$ cat config.mk
export PLATFORM = sky130hd
export DESIGN_NAME = mem_arbiter
export DESIGN_NICKNAME = d
export VERILOG_FILES = /design/src/rtl/mem_arbiter.sv
export SDC_FILE = /design/constraint.sdc
export NUM_CORES = 1
export LEC_CHECK = 0
export CORE_MARGIN = 1.5
export CORE_UTILIZATION = 41
export CTS_CLUSTER_SIZE = 8
export DETAILED_ROUTE_END_ITERATION = 12
export GPL_TIMING_DRIVEN = 0
export PLACE_DENSITY = 0.87
export SLEW_MARGIN = 40
export SYNTH_ARGS = -nofsm -noshare
export SYNTH_HDL_FRONTEND = slang
export SYNTH_SLANG_ARGS = --single-unit
export TNS_END_PERCENT = 1
$ cat constraint.sdc
create_clock -name clk -period 5.9 [get_ports clk]
set_input_delay 1.18 -clock clk [delete_from_list [all_inputs] [get_ports clk]]
set_output_delay 1.18 -clock clk [all_outputs]
set_load 0.01 [all_outputs]
$ cat src/rtl/mem_arbiter.sv
// mem_arbiter: round-robin arbiter sharing one memory block between the
// instruction-fetch port and the load/store port.
//   - Drives memory's active-low ce handshake: IDLE -> ISSUE -> WAIT -> RELEASE.
//   - Holds addr/funct3/datain/memwrite stable for the whole access.
//   - A watchdog aborts accesses that stay busy too long.
// Ports:
//   clk, reset (async active-high)
//   i_*   : fetch port (req/addr in; rdata/done/fault out)
//   d_*   : load/store port (req/addr/funct3/wdata/we in; rdata/done/fault out)
//   timeout : pulses together with *_done when the watchdog aborted the access
//   mem_* : connection to the memory block (ce active low)
module mem_arbiter #(
  parameter int unsigned TIMEOUT_CYCLES = 65535
) (
  input  logic        clk,
  input  logic        reset,
  input  logic        i_req,
  input  logic [31:0] i_addr,
  output logic [31:0] i_rdata,
  output logic        i_done,
  output logic        i_fault,
  input  logic        d_req,
  input  logic [31:0] d_addr,
  input  logic [2:0]  d_funct3,
  input  logic [31:0] d_wdata,
  input  logic        d_we,
  output logic [31:0] d_rdata,
  output logic        d_done,
  output logic        d_fault,
  output logic        timeout,
  output logic        mem_ce,
  output logic [31:0] mem_addr,
  output logic [2:0]  mem_funct3,
  output logic [31:0] mem_datain,
  output logic        mem_memwrite,
  input  logic [31:0] mem_dataout,
  input  logic        mem_busy,
  input  logic        mem_fault
);

  typedef enum logic [1:0] {IDLE, ISSUE, WAIT, RELEASE} state_t;

  localparam logic [31:0] TO_LIMIT = 32'(TIMEOUT_CYCLES);

  state_t      state;
  logic        last_grant;  // 0 = fetch served last, 1 = data served last
  logic        grant_d;     // port owning the current access (1 = data)
  logic [31:0] wdog;

  // Data wins if it is the only requester, or on a tie when fetch went last.
  logic pick_d;
  assign pick_d = d_req && (!i_req || !last_grant);

  always_ff @(posedge clk or posedge reset) begin
    if (reset) begin
      state        <= IDLE;
      last_grant   <= 1'b0;
      grant_d      <= 1'b0;
      wdog         <= '0;
      mem_ce       <= 1'b1;
      mem_addr     <= '0;
      mem_funct3   <= '0;
      mem_datain   <= '0;
      mem_memwrite <= 1'b0;
      i_rdata      <= '0;
      d_rdata      <= '0;
      i_done       <= 1'b0;
      d_done       <= 1'b0;
      i_fault      <= 1'b0;
      d_fault      <= 1'b0;
      timeout      <= 1'b0;
    end else begin
      // Completion flags are single-cycle: set entering RELEASE, dropped after.
      i_done  <= 1'b0;
      d_done  <= 1'b0;
      i_fault <= 1'b0;
      d_fault <= 1'b0;
      timeout <= 1'b0;

      case (state)
        IDLE: begin
          mem_ce <= 1'b1;
          if (i_req || d_req) begin
            grant_d      <= pick_d;
            mem_addr     <= pick_d ? d_addr : i_addr;
            mem_funct3   <= pick_d ? d_funct3 : 3'b010;
            mem_datain   <= pick_d ? d_wdata : 32'h0;
            mem_memwrite <= pick_d && d_we;
            mem_ce       <= 1'b0;
            state        <= ISSUE;
          end
        end

        ISSUE: begin
          wdog  <= '0;
          state <= WAIT;
        end

        WAIT: begin
          if (!mem_busy) begin
            // A faulted access or a store leaves the read data untouched.
            if (grant_d) begin
              d_done  <= 1'b1;
              d_fault <= mem_fault;
              if (!mem_fault && !mem_memwrite) d_rdata <= mem_dataout;
            end else begin
              i_done  <= 1'b1;
              i_fault <= mem_fault;
              if (!mem_fault) i_rdata <= mem_dataout;
            end
            mem_ce <= 1'b1;
            state  <= RELEASE;
          end else if ((TO_LIMIT != 32'd0) && (wdog == TO_LIMIT)) begin
            if (grant_d) begin
              d_done  <= 1'b1;
              d_fault <= 1'b1;
              d_rdata <= '0;
            end else begin
              i_done  <= 1'b1;
              i_fault <= 1'b1;
              i_rdata <= '0;
            end
            timeout <= 1'b1;
            mem_ce  <= 1'b1;
            state   <= RELEASE;
          end else if (wdog != 32'hFFFF_FFFF) begin
            wdog <= wdog + 32'd1;
          end
        end

        RELEASE: begin
          // ce is high this cycle, which returns memory to its IDLE state.
          last_grant <= grant_d;
          state      <= IDLE;
        end

        default: begin
          mem_ce <= 1'b1;
          state  <= IDLE;
        end
      endcase
    end
  end

endmodule

# == Yosys cells after proc, flatten, opt, wreduce, memory -nomap -nowiden ==
# Index checks and enable logic that the tools add are counted.
# word_totals
ff_bits,174
in_bits,138
out_inout_bits,138
wordCells,94
# op_classes
n_addsub,1
eq_ne,15
n_mux,42
reduce_logical,20
# ops
op,n
32-bit 2-to-1 mux,15
32-bit case mux with 2 select lines,1
"32-bit by 1-bit adder with 32-bit output, second input constant",1
"32-bit by 16-bit equality test with 1-bit output, second input constant",1
"32-bit inequality test, second input constant",1
1-bit 2-to-1 mux,20
"2-bit inequality test, second input constant",8
5-bit AND reduction,2
2-bit case mux with 4 select lines,1
2-bit nonzero test,4
2-bit 2-to-1 mux,3
2-bit AND reduction,3
"2-bit equality test, second input constant",2
1-bit zero test,4
4-bit AND reduction,1
1-bit logical AND,3
3-bit 2-to-1 mux,1
"3-bit inequality test, second input constant",1
"2-bit by 1-bit equality test with 1-bit output, second input constant",1
2-bit zero test,1
1-bit logical OR,2
"2-bit by 1-bit inequality test with 1-bit output, second input constant",1
1-bit case mux with 2 select lines,1

# == Logic depth before layout (Yosys ltp) ==
# depth
ltp_word,5
depth_mapped,10
ltp_nobuf,8

# == Worst setup path after synthesis ==
# OpenSTA, ideal clock, no wires.
# synth_timing
path_kind,input to register
start,input port mem_busy
end,register wdog[30]
setup_ps,69
t_arrival_ps,2660
t_required_ps,5831
setup_slack_ps,3171
path_stages,6
path_buffers,0
cell_sequence,inv_2 nor2_1 o21ai_2 or4_1 or4_1 nand3_1
# synth_between
elab_chain_len,2
# synth_rtl
item,line,source
from (decl),37,"input logic mem_busy,"
2-bit inequality test (no line),--,
4-bit AND reduction (no line),--,
to (signal assigned),127,wdog <= wdog + 32'd1;
to (decl),48,logic [31:0] wdog;
# Every way passes these cells.
# A chain may end at the register's enable or synchronous reset.

# == Worst setup path in the final report ==
# Same ends and word-level chain as after synthesis.

==> summary.txt <==
Synth
  – Synth cell types: 53
  – Post-synth top cells: dfrtp_1 (173), nand2_1 (129), mux2i_1 (69)
  – Yosys warns: 0
  – Async SR Flop Fraction: 100%
  – Post-synthesis cell area: slightly below 8000 um2
  – Area contributors post-synth: dfrtp_1 (56%), mux2i_1 (8.9%), nand2_1 (6.3%), a22o_1 (4.0%), o21ai_0 (3.2%)
  – Number of flops mapped to enable cells by yosys: 0
  – Syn_area_per_cell: 10.5 um2
  – Sequential share of the synthesized area: around 56%
  – Flop and latch count out of synthesis: 174
  – Area fraction of the dominant cell type after synthesis: 56.0%
  – Post-Synthesis Net Count: 882
  – Post-Syn Instances: 739
  – Post-synth top area cell: dfrtp_1
  – Cell with the most instances after synthesis: dfrtp_1
  – Ys flop type: dfrtp_1

Setup path
  – Crit path launch type: input pin
  – Flop-to-flop setup slack: 3060 ps
  – WP data arrival: approximately 3600 ps
  – Setup Crit Path Kind: in -> reg
  – Critical path's slowest cell: or4_1
  – Reg2reg end: wdog[4]
  – Critical Path Fanout Max: 10
  – Worst r2r path cells: 9
  – Crit path capture type: flop
  – Critical Path RT: 6250 ps
  – Max incr delay on CP: 650 ps
  – CP dominant cell by count: or4_1
  – Critical-path cell list: clkdlybuf4s50_1, inv_2, nor2_1, o21ai_2, or4_1, or4_1, nand3_1
  – Worst r2r src: wdog[0]

Placed design
  – IO Port Bufs: 275
  – Dpl hpwl: ~17000 um
  – Gpl congestion: 0.928
  – Area after DPL: 10800 um2

Pwr
  – Logic pwr share: 42.4%
  – Total power: 5.40 mW
  – NetSw: 1.93 mW
  – Power Density: 471 nW/um2
  – Leakage: 4.92 nW
  – Internal: approximately 3.5 mW
  – Clock power share: 21.4%
  – Power share of the sequential group: 36.3%
  – Sw Share: 35.7%
  – Max IR drop VDD: 0.316 mV

Timing
  – Final period utilization: 54.2%
  – F_max: 313 MHz
  – Slew Viols, Final: 0
  – Least-Margin Pin Slew: 743 ps
  – Relative slew slack: 50.5%
  – RSZ-0062 raised after global routing: no
  – Hold WS: 480 ps
  – Post-layout min period: around 3200 ps
  – Count of final setup violators: 0
  – Setup TNS: 0 ps
  – Final hold vios: 0
  – Post-route clock skew: 15.5 ps

Detailed routing
  – Routed Wire Length: between 20000 and 25000 um
  – Pre-antenna DRT Iters: 4
  – Detailed Route Iter0 Violations: 417
  – DR vias/cell: 5.34
  – Final ANT Viol Nets: 0
  – Detailed-route via count: 6842
  – Drt wl/cell: 17.9 um
  – Number of remaining DRC errors: 0

Clock tree
  – Post-CTS setup buffer count: 0
  – CTS tree: yes
  – Worst-path clk slew: 70 ps
  – CTS root buf: clkbuf_16
  – CTS Hold Bufs: 0
  – Clock buffer count from CTS: 17
  – Clock H-tree levels: 4
  – Clock latency on the worst-skew pair: around 430 ps
  – Clock buffer depth: 2
  – Clk sinks: between 150 and 200
  – # resized after CTS: 0

Floorplanning
  – Core Rows: 50
  – Die width: 140 um
  – Die Y-Extent: 140 um
  – Die area: 19700 um2
  – Initial Util: 41.6%
  – Core ar.: 18600 um2
  – I/O pin cnt: 276

Layout
  – Final Instance Area: ~11000 um2
  – Total Nets Final: 1178
  – Antenna fix cells: 0
  – Layout cells sized above 1: 5.63%
  – Core Util, Final: about three fifths
  – Fill cells: 1478
  – Syn-to-layout area delta: 48.2%

Global routing
  – Met1 Use GR: about 29%
  – Grt total ovfl: 0
  – Vias in the first global route: between 6000 and 7000
  – Met2 Use GR: between 30% and 40%
  – Pin count of the biggest net entering global routing: 82
  – Global Route Usage Sum: 23.6%
  – First-pass GRT wire length: 36400 um
  – Met3 GRT Util: 5.37%
  – Top Usage Layer GRT: met2
  – Initial antenna violation count: 0

Worst hold path
  – Hold Path Depth: 2
  – Worst Min Path Start: mem_addr[19]
  – Hold worst-path end: mem_addr[19]
  – Min-Delay Path Class: reg -> reg

Run status
  – Status: complete, no violations

Job
  – Max-cap violations: 0
[placed cells by master (no fill, tap or decap), drive strengths merged, types with 6 or more instances in the layout]
| cell type | count |
|---|---|
| buf | 21 |
| o21ai | 82 |
| and3 | 6 |
| a31oi | 10 |
| o21a | 6 |
| nor2 | 19 |
| mux2i | 69 |
| clkbuf | 43 |
| nor3 | 16 |
| nand2 | 129 |
| clkdlybuf4s50 | 275 |
| a22o | 35 |
| a21oi | 14 |
| nand4 | 16 |
| nor4 | 8 |
| inv | 50 |
| nand3 | 15 |
| dfrtp | 173 |
[flip-flops by register name (all words and copies together) (netlist names)]
signal,cells
d_rdata,32
mem_ce,1
timeout,1
i_fault,1
mem_addr,32
mem_memwrite,1
i_rdata,32
d_done,1
state,2
d_fault,1
mem_datain,32
last_grant,1
grant_d,1
wdog,32
mem_funct3,3
i_done,1
[metrics by stage]
step                      std cells  worst slack (ps)
after global placement         1248             -2230
final                          1282              2700
after floorplan                 739              4.81
after CTS                      1282              2730
after detailed placement       1250              2300
after global routing           1282              2550
[routing by layer]
| layer | wire [um] | vias up |
|---|---|---|
| li1 | - | 3192 |
| met1 | 9170 | 3294 |
| met2 | 11500 | 309 |
| met3 | 1660 | 47 |
| met4 | 604 | 0 |
| met5 | 0 | - |
[worst max-delay path: cells and delay by family]
| kind | cells | cell delay [ps] |
|---|---|---|
| buffers and inverters | 2 | 700 |
| AND/OR/NAND/NOR | 4 | 1470 |
| AO/OA/AOI/OAI | 1 | 200 |
[power groups by stage]
| stage | Combinational, mW | Sequential, mW | Clock [mW] |
|---|---|---|---|
| floorplan | 0.799 | 2.13 | 0 |
| global placement | 2.23 | 1.94 | 0 |
| detailed placement | 2.30 | 1.97 | 0 |
| CTS | 2.30 | 1.95 | 1.17 |
| global route | 2.46 | 2.01 | 1.23 |
| finish | 2.29 | 1.96 | 1.15 |
[cell families (layout without fill, tap and decap cells)]
kind of cell,Yosys count,count (layout),synth area share (%)
compound gates,177,177,14.9
fa+ha+maj,5,5,0.809
buf+inv,88,397,5.53
flops,174,174,56.3
mux,70,70,9.07
simple gates,225,225,13.3
[worst max-delay path by stage]
stage / endpoint / from / slack [ps] / depth (start not counted)
finish: wdog[30] / mem_busy / 2700 / 7
global route: wdog[30] / mem_busy / 2550 / 7
CTS: wdog[30] / mem_busy / 2730 / 7
detailed placement: wdog[30] / mem_busy / 2300 / 7
global placement: mem_datain[29] / reset / -2230 / 2
floorplan: d_done / reset / 5 / 1
[area by class of cell]
cell class	instances	area, um2	area share, %
Buffer	45	267	2.33
Clock buffer	17	425	3.71
Clock inverter	15	193	1.68
Inverter	43	169	1.47
Multi-Input combinational cell	477	2950	25.8
Sequential cell	174	4360	38.0
Tap cell	234	293	2.55
Timing Repair Buffer	277	2810	24.5
No activity file was read; power rests on OpenSTA's default activity.
